File: config.mk
export PLATFORM = sky130hd
export DESIGN_NAME = win_detector
export DESIGN_NICKNAME = d
export VERILOG_FILES = /design/src/rtl/win_detector.sv
export SDC_FILE = /design/constraint.sdc
export NUM_CORES = 1
export LEC_CHECK = 0
export ABC_AREA = 1
export BUFFER_PORTS_ARGS = -buffer_cell sky130_fd_sc_hd__buf_2
export CORE_ASPECT_RATIO = 1.4
export CORE_MARGIN = 1
export CORE_UTILIZATION = 55
export CTS_CLUSTER_SIZE = 24
export DETAILED_ROUTE_END_ITERATION = 8
export PLACE_DENSITY = 0.73
export SETUP_SLACK_MARGIN = 0.15
export SLEW_MARGIN = 20
export SYNTH_ARGS = -nofsm -noshare
export SYNTH_HDL_FRONTEND = slang
export SYNTH_SLANG_ARGS = --single-unit
File: constraint.sdc
create_clock -name clk -period 8 [get_ports clk]
set_clock_uncertainty 0.15 [all_clocks]
set_input_delay 0.4 -clock clk [delete_from_list [all_inputs] [get_ports clk]]
set_output_delay 0.4 -clock clk [all_outputs]
set_load 0.005 [all_outputs]
File: src/rtl/win_detector.sv
// win_detector: scans the four lines through a newly placed stone for a run of five
module win_detector #(
    parameter int N = 10
) (
    input  logic           clk,
    input  logic           rst,
    input  logic           start,
    input  logic [6:0]     pos,
    input  logic           color,
    input  logic [N*N-1:0] board_black,
    input  logic [N*N-1:0] board_white,
    output logic           busy,
    output logic           done,
    output logic           win,
    output logic           win_color,
    output logic [1:0]     win_dir,
    output logic [3:0]     run_len,
    output logic           err
);
    localparam int IW = $clog2(N*N);
    localparam logic [7:0] CELLS = 8'(N*N);
    localparam logic signed [9:0] NS = 10'(N);

    typedef enum logic [1:0] {IDLE, SCAN_POS, SCAN_NEG, DONE} state_t;

    state_t state, state_n;
    logic [6:0] pos_q;
    logic color_q, chk, chk_n;
    logic [N*N-1:0] blk_q, wht_q;
    logic [1:0] dir, dir_n, win_dir_n;
    logic [2:0] count, count_n, offset, offset_n;
    logic [3:0] run_len_n;
    logic win_n, win_color_n, err_n;
    logic signed [9:0] row, col, dr, dc, off_s, nr, nc;
    logic [IW-1:0] idx;
    logic inb, match, valid;

    assign row   = 10'(pos_q / 7'(N));
    assign col   = 10'(pos_q % 7'(N));
    assign off_s = 10'(offset);
    assign dr    = {9'b0, dir != 2'd0};
    assign dc    = dir == 2'd1 ? 10'sd0 : dir == 2'd3 ? -10'sd1 : 10'sd1;
    assign nr    = state == SCAN_NEG ? row - off_s * dr : row + off_s * dr;
    assign nc    = state == SCAN_NEG ? col - off_s * dc : col + off_s * dc;
    assign inb   = nr >= 10'sd0 && nr < NS && nc >= 10'sd0 && nc < NS;
    assign idx   = IW'(nr * NS + nc);
    assign match = inb && (color_q ? wht_q[idx] : blk_q[idx]);
    // The placed stone is validated against the snapshot during the first scan cycle
    assign valid = {1'b0, pos_q} < CELLS && (color_q ? wht_q[IW'(pos_q)] : blk_q[IW'(pos_q)]);
    assign busy  = state != IDLE;
    assign done  = state == DONE;

    // Next-state, counter and result logic of the scan FSM
    always_comb begin
        state_n     = state;
        dir_n       = dir;
        count_n     = count;
        offset_n    = offset;
        chk_n       = 1'b0;
        win_n       = win;
        win_color_n = win_color;
        win_dir_n   = win_dir;
        run_len_n   = run_len;
        err_n       = err;
        case (state)
            IDLE: if (start) begin
                state_n     = SCAN_POS;
                dir_n       = 2'd0;
                count_n     = 3'd1;
                offset_n    = 3'd1;
                chk_n       = 1'b1;
                win_n       = 1'b0;
                win_color_n = 1'b0;
                win_dir_n   = 2'd0;
                run_len_n   = 4'd0;
                err_n       = 1'b0;
            end
            SCAN_POS, SCAN_NEG:
                if (chk && !valid) begin
                    state_n = DONE;
                    err_n   = 1'b1;
                end else if (match && count == 3'd4) begin
                    state_n   = DONE;
                    count_n   = 3'd5;
                    win_n     = 1'b1;
                    win_dir_n = dir;
                    run_len_n = 4'd5;
                end else if (match && offset != 3'd4) begin
                    count_n  = count + 3'd1;
                    offset_n = offset + 3'd1;
                end else begin
                    count_n  = count + 3'(match);
                    offset_n = 3'd1;
                    if (state == SCAN_POS) state_n = SCAN_NEG;
                    else if (dir == 2'd3) state_n = DONE;
                    else begin
                        state_n = SCAN_POS;
                        dir_n   = dir + 2'd1;
                        count_n = 3'd1;
                    end
                end
            DONE: state_n = IDLE;
            default: state_n = IDLE;
        endcase
        if (state_n == DONE && state != DONE) win_color_n = color_q;
    end

    // State, snapshot and result registers; rst aborts any check in flight
    always_ff @(posedge clk or posedge rst) begin
        if (rst) begin
            state     <= IDLE;
            dir       <= 2'd0;
            count     <= 3'd0;
            offset    <= 3'd0;
            chk       <= 1'b0;
            pos_q     <= 7'd0;
            color_q   <= 1'b0;
            blk_q     <= '0;
            wht_q     <= '0;
            win       <= 1'b0;
            win_color <= 1'b0;
            win_dir   <= 2'd0;
            run_len   <= 4'd0;
            err       <= 1'b0;
        end else begin
            state     <= state_n;
            dir       <= dir_n;
            count     <= count_n;
            offset    <= offset_n;
            chk       <= chk_n;
            win       <= win_n;
            win_color <= win_color_n;
            win_dir   <= win_dir_n;
            run_len   <= run_len_n;
            err       <= err_n;
            if (state == IDLE && start) begin
                pos_q   <= pos;
                color_q <= color;
                blk_q   <= board_black;
                wht_q   <= board_white;
            end
        end
    end
endmodule

# Word level (Yosys, flattened, before mapping)
# Index checks and enable logic that the tools add are counted.
# W data, S select, Z words.
dict set report word_totals {
  ff_bits 228
  out_inout_bits 11
  word_cells 132
  in_bits 211
}
dict set report classes {
  mux 56
  div_mod_pow 2
  n_reduce_logical 24
  eq_ne 17
  magnitude_cmp 7
  mul 3
  addsub 9
}
# operator n
set op_table {}
lappend op_table {{$mux W10} 4}
lappend op_table {{$bmux W1 S7} 4}
lappend op_table {{$mux W2} 14}
lappend op_table {{$mux W3} 9}
lappend op_table {{$ge A10 B1 Y1 const B} 2}
lappend op_table {{$lt A10 B5 Y1 const B} 2}
lappend op_table {{$sub A10 B10 Y10} 2}
lappend op_table {{$ne A2 B2 Y1 const B} 9}
lappend op_table {{$lt A7 B8 Y1 const B} 2}
lappend op_table {{$mux W1} 14}
lappend op_table {{$mux W4} 3}
lappend op_table {{$pmux W3 S2} 2}
lappend op_table {{$add A10 B10 Y10} 1}
lappend op_table {{$add A10 B5 Y10} 1}
lappend op_table {{$div A7 B4 Y10 const B} 1}
lappend op_table {{$logic_and A1 B1 Y1} 10}
lappend op_table {{$mod A7 B4 Y10 const B} 1}
lappend op_table {{$mul A10 B4 Y6 const B} 1}
lappend op_table {{$mul A4 B10 Y10} 1}
lappend op_table {{$reduce_bool A2 Y1} 5}
lappend op_table {{$eq A2 B2 Y1 const B} 4}
lappend op_table {{$pmux W2 S2} 2}
lappend op_table {{$pmux W4 S2} 1}
lappend op_table {{$reduce_and A4 Y1} 2}
lappend op_table {{17 further kinds} 21}

# Logic depth before layout (Yosys ltp)
dict set report logic_depth {
  word_depth 20
  ltp_mapped 49
  depth_no_buf 49
}

# Worst setup path after synthesis
# OpenSTA, ideal clock, no wires.
dict set report synth_path {
  path_kind {flip-flop to flip-flop}
  startpoint {register pos_q[4]}
  endpoint {register count[2]}
  stages_incl_launch_ff 37
  slack_ns 1.920
  setup_time_ns 0.130
  synth_period_minus_slack_ns 6.080
  arrival_time_ns 5.800
  required_ns 7.720
  n_path_buf 1
  cell_sequence {dfrtp_1 -> inv_2 -> nand2_1 -> o21ai_0 -> nand3_2 -> nand2_2 -> nand2_1 -> nand2_2 -> nor2_4 -> nor3_1 -> ha_1 -> inv_1 -> fa_1 -> ha_1 -> ha_1 -> fa_1 -> ha_1 -> a21oi_1 -> nand2_1 -> nor2b_1 -> nand3_1 -> nand2_1 -> inv_1 -> nand2_1 -> nand2_1 -> inv_1 -> nor2_1 -> nor2_1 -> nor2_4 -> and3_1 -> buf_6 -> ha_1 -> ha_1 -> o21ai_0 -> nand2_1 -> o211ai_1 -> nand3_1}
}
dict set report synth_via {
  elab_chain_len 16
  word_cells_on_any_way 43
  cone_classes {add/sub (6); mul (1); div (2); order compare (5); eq/ne (1); mux (18); reduce/logical (10)}
}
# element line
set synth_rtl {}
lappend synth_rtl {{start: declaration} 27} ;# logic [6:0] pos_q;
lappend synth_rtl {{start signal: assignment} 137} ;# pos_q <= pos;
lappend synth_rtl {{$div A7 B4 Y10} 38} ;# assign row = 10'(pos_q / 7'(N));
lappend synth_rtl {{$add A10 B5 Y10 or $sub A10 B10 Y10 (tied branches)} 43} ;# assign nr = state == SCAN_NEG ? row - off_s * dr : row + off_s * dr;
lappend synth_rtl {{$mux W10} 43}
lappend synth_rtl {{$mul A10 B4 Y6} 46} ;# assign idx = IW'(nr * NS + nc);
lappend synth_rtl {{$add A7 B7 Y7} 46}
lappend synth_rtl {{$bmux W1 S7} 47} ;# assign match = inb && (color_q ? wht_q[idx] : blk_q[idx]);
lappend synth_rtl {{$mux W1 (implied by the code)} 47}
lappend synth_rtl {{$mux W1} 47}
lappend synth_rtl {{$logic_and A1 B1 Y1} 47}
lappend synth_rtl {{$add A3 B1 Y3} 92} ;# count_n = count + 3'(match);
lappend synth_rtl {{$mux W3} 95} ;# else if (dir == 2'd3) state_n = DONE;
lappend synth_rtl {{$mux W3} 94} ;# if (state == SCAN_POS) state_n = SCAN_NEG;
lappend synth_rtl {{$mux W3} 88} ;# end else if (match && offset != 3'd4) begin
lappend synth_rtl {{$mux W3} 82} ;# end else if (match && count == 3'd4) begin
lappend synth_rtl {{$mux W3} 79} ;# if (chk && !valid) begin
lappend synth_rtl {{$pmux W3 S2} 65} ;# case (state)
lappend synth_rtl {{end signal: assignment} 128} ;# count <= count_n;
lappend synth_rtl {{end: declaration} 31} ;# logic [2:0] count, count_n, offset, offset_n;
# Parallel ways exist; a longest one is shown, timed or not. The select of a mux whose other input is x is not followed.
# A chain may end at the register's enable or synchronous reset.

# Worst setup path after layout
# Ends and elaborated chain as after synthesis.

==> impl_results.md <==
* Reg-to-Reg Start: pos_q[4]$_DFFE_PP0P_
* Die width at 141 um
* CTS tree: yes
* # Max-Cap Violations at 0
* Site Rows at 70
* I/O Pins at 222
* RSZ-0062 raised after global routing: false
* Initial Utilization at 56.3%
* CP max FO at 14
* Vias at 16500
* Vias per cell at 5.64
* Synth unique cells at 47
* Tot GR Track Use at 37.6%
* Worst slew pin tran at 1.05 ns
* IO buf count at 219
* Dominant cell type by area after synthesis: dfrtp_1
* Die Y at 196 um
* Initial antenna violation count at 0
* Number of fill cells at 2087
* Reg2reg end: count[2]$_DFFE_PP0P_
* Clk slew on worst S/H paths at 0.07 ns
* Failing checks: negative hold slack
* Hold depth at 3
* Average cell area after synthesis at 6.74 um^2
* Cell with the most instances after synthesis: nand2_1
* Final Hold Violating Endpoints at 1
* Setup violators final at 0
* Asr flop ratio synth at 100%
* Layout Area Growth over Synthesis at 26.3%
* Routability cong. at 0.903
* Class of the worst hold path: primary input to register
* Buffer levels on the longest clock path at 3
* Clock Sinks at 224
* First-pass GRT wire length at 82200 um
* Seq/Total Area, Yosys at 37.7%
* Crit-path max cell delay at 0.83 ns
* First-pass DRT Iterations at 6
* Synth Instances at 2203
* CP Launch Type: register
* Total Neg Setup Slack at 0 ns
* Vias in the first global route at 16300
* H-tree levels at 1
* Clk root buf: clkbuf_16
* Routed Antenna Nets at 0
* Top FF cell, synth: dfrtp_1
* Hold_sp: pos[1]
* Syn Std Cell Area at 0.0149 mm^2
* CP most frequent cell: nand2_1
* Synth warn at 0
* Number of synthesized flops with an enable pin at 0
* Final Net Count at 2819
* CP endpoint kind: register
* Drt total wl at 51300 um
* Hold slack at -0.00784 ns
* Die area at 0.0277 mm^2
* Max-slew violation count at 0
* Status: complete, but fails checks
* Share of the synthesized area in the top cell type at 37.7%
* Top cells by count, synth: nand2_1, dfrtp_1, o21ai_0, nand3_1, inv_1
* CP max stage cell: fa_2
* Largest net degree at the start of global routing at 155
* Worst R2R Path Depth at 36
* Hold Path Sink: pos_q[1]$_DFFE_PP0P_
* Wire per inst at 17.5 um
* Initial DRC Count at 1375
* Max-slew headroom at 30.2%
* DR DRC count at 0
* Core footprint at 0.0264 mm^2
* Synthesized flop and latch total at 224
* Final Cycle Share at 88.6%
* Synth top area cells: dfrtp_1, nand2_1, o21ai_0, nand3_1, ha_1
* R2R Setup Slk at 0.91 ns
* Crit path kind: register to register
* Layout cells sized above 1 at 12.5%
* Final HPWL DP at 31300 um
* Congestion Overflow GR at 0
* CTS Buf Count at 24
* F_max at 141 MHz
* Worst-skew pair later-pin latency at 0.53 ns
* Antenna diodes at 0
* Sequential cell area at 0.00561 mm^2
* Critical Path AT at 7.40 ns
* CP Data Required Time at 8.31 ns
* Multi-input gate area at 0.00815 mm^2
* Minimum clock period after layout at 7.09 ns
cells by family (layout without fill, tap and decap cells):
kind of cell,Yosys count,count (layout),share of synthesized area (%)
and+or+nand+nor,1304,1304,36.1
AOI/OAI and AO/OA,338,338,12.2
adders and majority gates,59,59,5.32
xor gates and xnor gates,15,15,0.884
buffers and inverters,262,619,7.72
DFF,224,224,37.7
other,1,5,0.0252
metal layers:
metal,GRT usage [%],vias up,wire length [um]
met1,45.0,7615,19300
met5,0,-,0
met3,5.64,223,4100
met2,64.3,908,24900
li1,-,7742,-
met4,21.8,0,3060
worst max-delay path, delay by kind of cell, from the launching register on:
kind | cells | cell delay, ns
DFF | 1 | 0.45
AOI/OAI and AO/OA | 5 | 1.19
and+or+nand+nor | 21 | 2.24
buffers and inverters | 4 | 0.68
adders and majority gates | 5 | 2.02
xor gates and xnor gates | 1 | 0.24
worst max path at each step:
stage	startpoint	end	slack (ns)
after global routing	pos_q[4]$_DFFE_PP0P_	count[2]$_DFFE_PP0P_	0.32
final	pos_q[4]$_DFFE_PP0P_	count[2]$_DFFE_PP0P_	0.91
after floorplan	rst	blk_q[0]$_DFFE_PP0P_	1.32
after CTS	pos_q[4]$_DFFE_PP0P_	count[2]$_DFFE_PP0P_	0.39
after detailed placement	pos_q[4]$_DFFE_PP0P_	count[2]$_DFFE_PP0P_	0.45
after global placement	pos_q[4]$_DFFE_PP0P_	count[2]$_DFFE_PP0P_	0.80
registers in the layout, indices dropped and copies added (netlist names):
name / cells
blk_q: 100
chk: 1
color_q: 1
count: 3
dir: 2
err: 1
offset: 3
pos_q: 7
run_len: 1
state: 2
wht_q: 100
win_color: 1
win_dir: 2
cells in the final DEF (no fill, tap or decap), drive strengths merged, types with 2 or more instances in the layout:
cell type / instances
nand3: 176
dlygate4sd3: 206
o211ai: 15
nand2: 965
o21ai: 205
inv: 139
nand4: 24
conb: 5
nand3b: 5
xor2: 11
buf: 233
ha: 52
o21a: 13
fa: 7
o22ai: 16
clkbuf: 33
or2: 3
a21oi: 80
nor2: 125
clkinv: 7
o221ai: 2
dfrtp: 224
a31oi: 2
xnor2: 4
nor3: 3
through the flow:
step | utilization [%] | hold slack, ns | std cells | worst slack (ns) | instance area [um^2]
4_1_cts | 71.1 | 0.00233 | 2924 | 0.390 | 18800
2_1_floorplan | - | 0.315 | 2207 | 1.32 | 14900
3_3_place_gp | 60.5 | 0.312 | 2677 | 0.801 | 15900
5_1_grt | 71.2 | 0.0161 | 2924 | 0.316 | 18800
6_report | 71.2 | -0.00784 | 2924 | 0.909 | 18800
3_5_place_dp | 60.5 | 0.318 | 2677 | 0.448 | 15900
layout make-up:
type | count | area share [%]
flip-flops and latches | 224 | 29.9
well taps | 360 | 2.40
repair buffers | 439 | 17.4
clock buffers | 33 | 3.59
inverters | 139 | 2.86
multi-input cells | 1721 | 43.4
clock inverters | 8 | 0.427
what timing repair did:
item,CTS,global route
hold endpoints to repair,279,0
hold buffers,206,0
buffers inserted,0,0
gates resized for setup,0,2
setup endpoints to repair,0,3
Power is not shown: default switching activity piles up to over one toggle a cycle in this logic, so the estimate is an artifact.
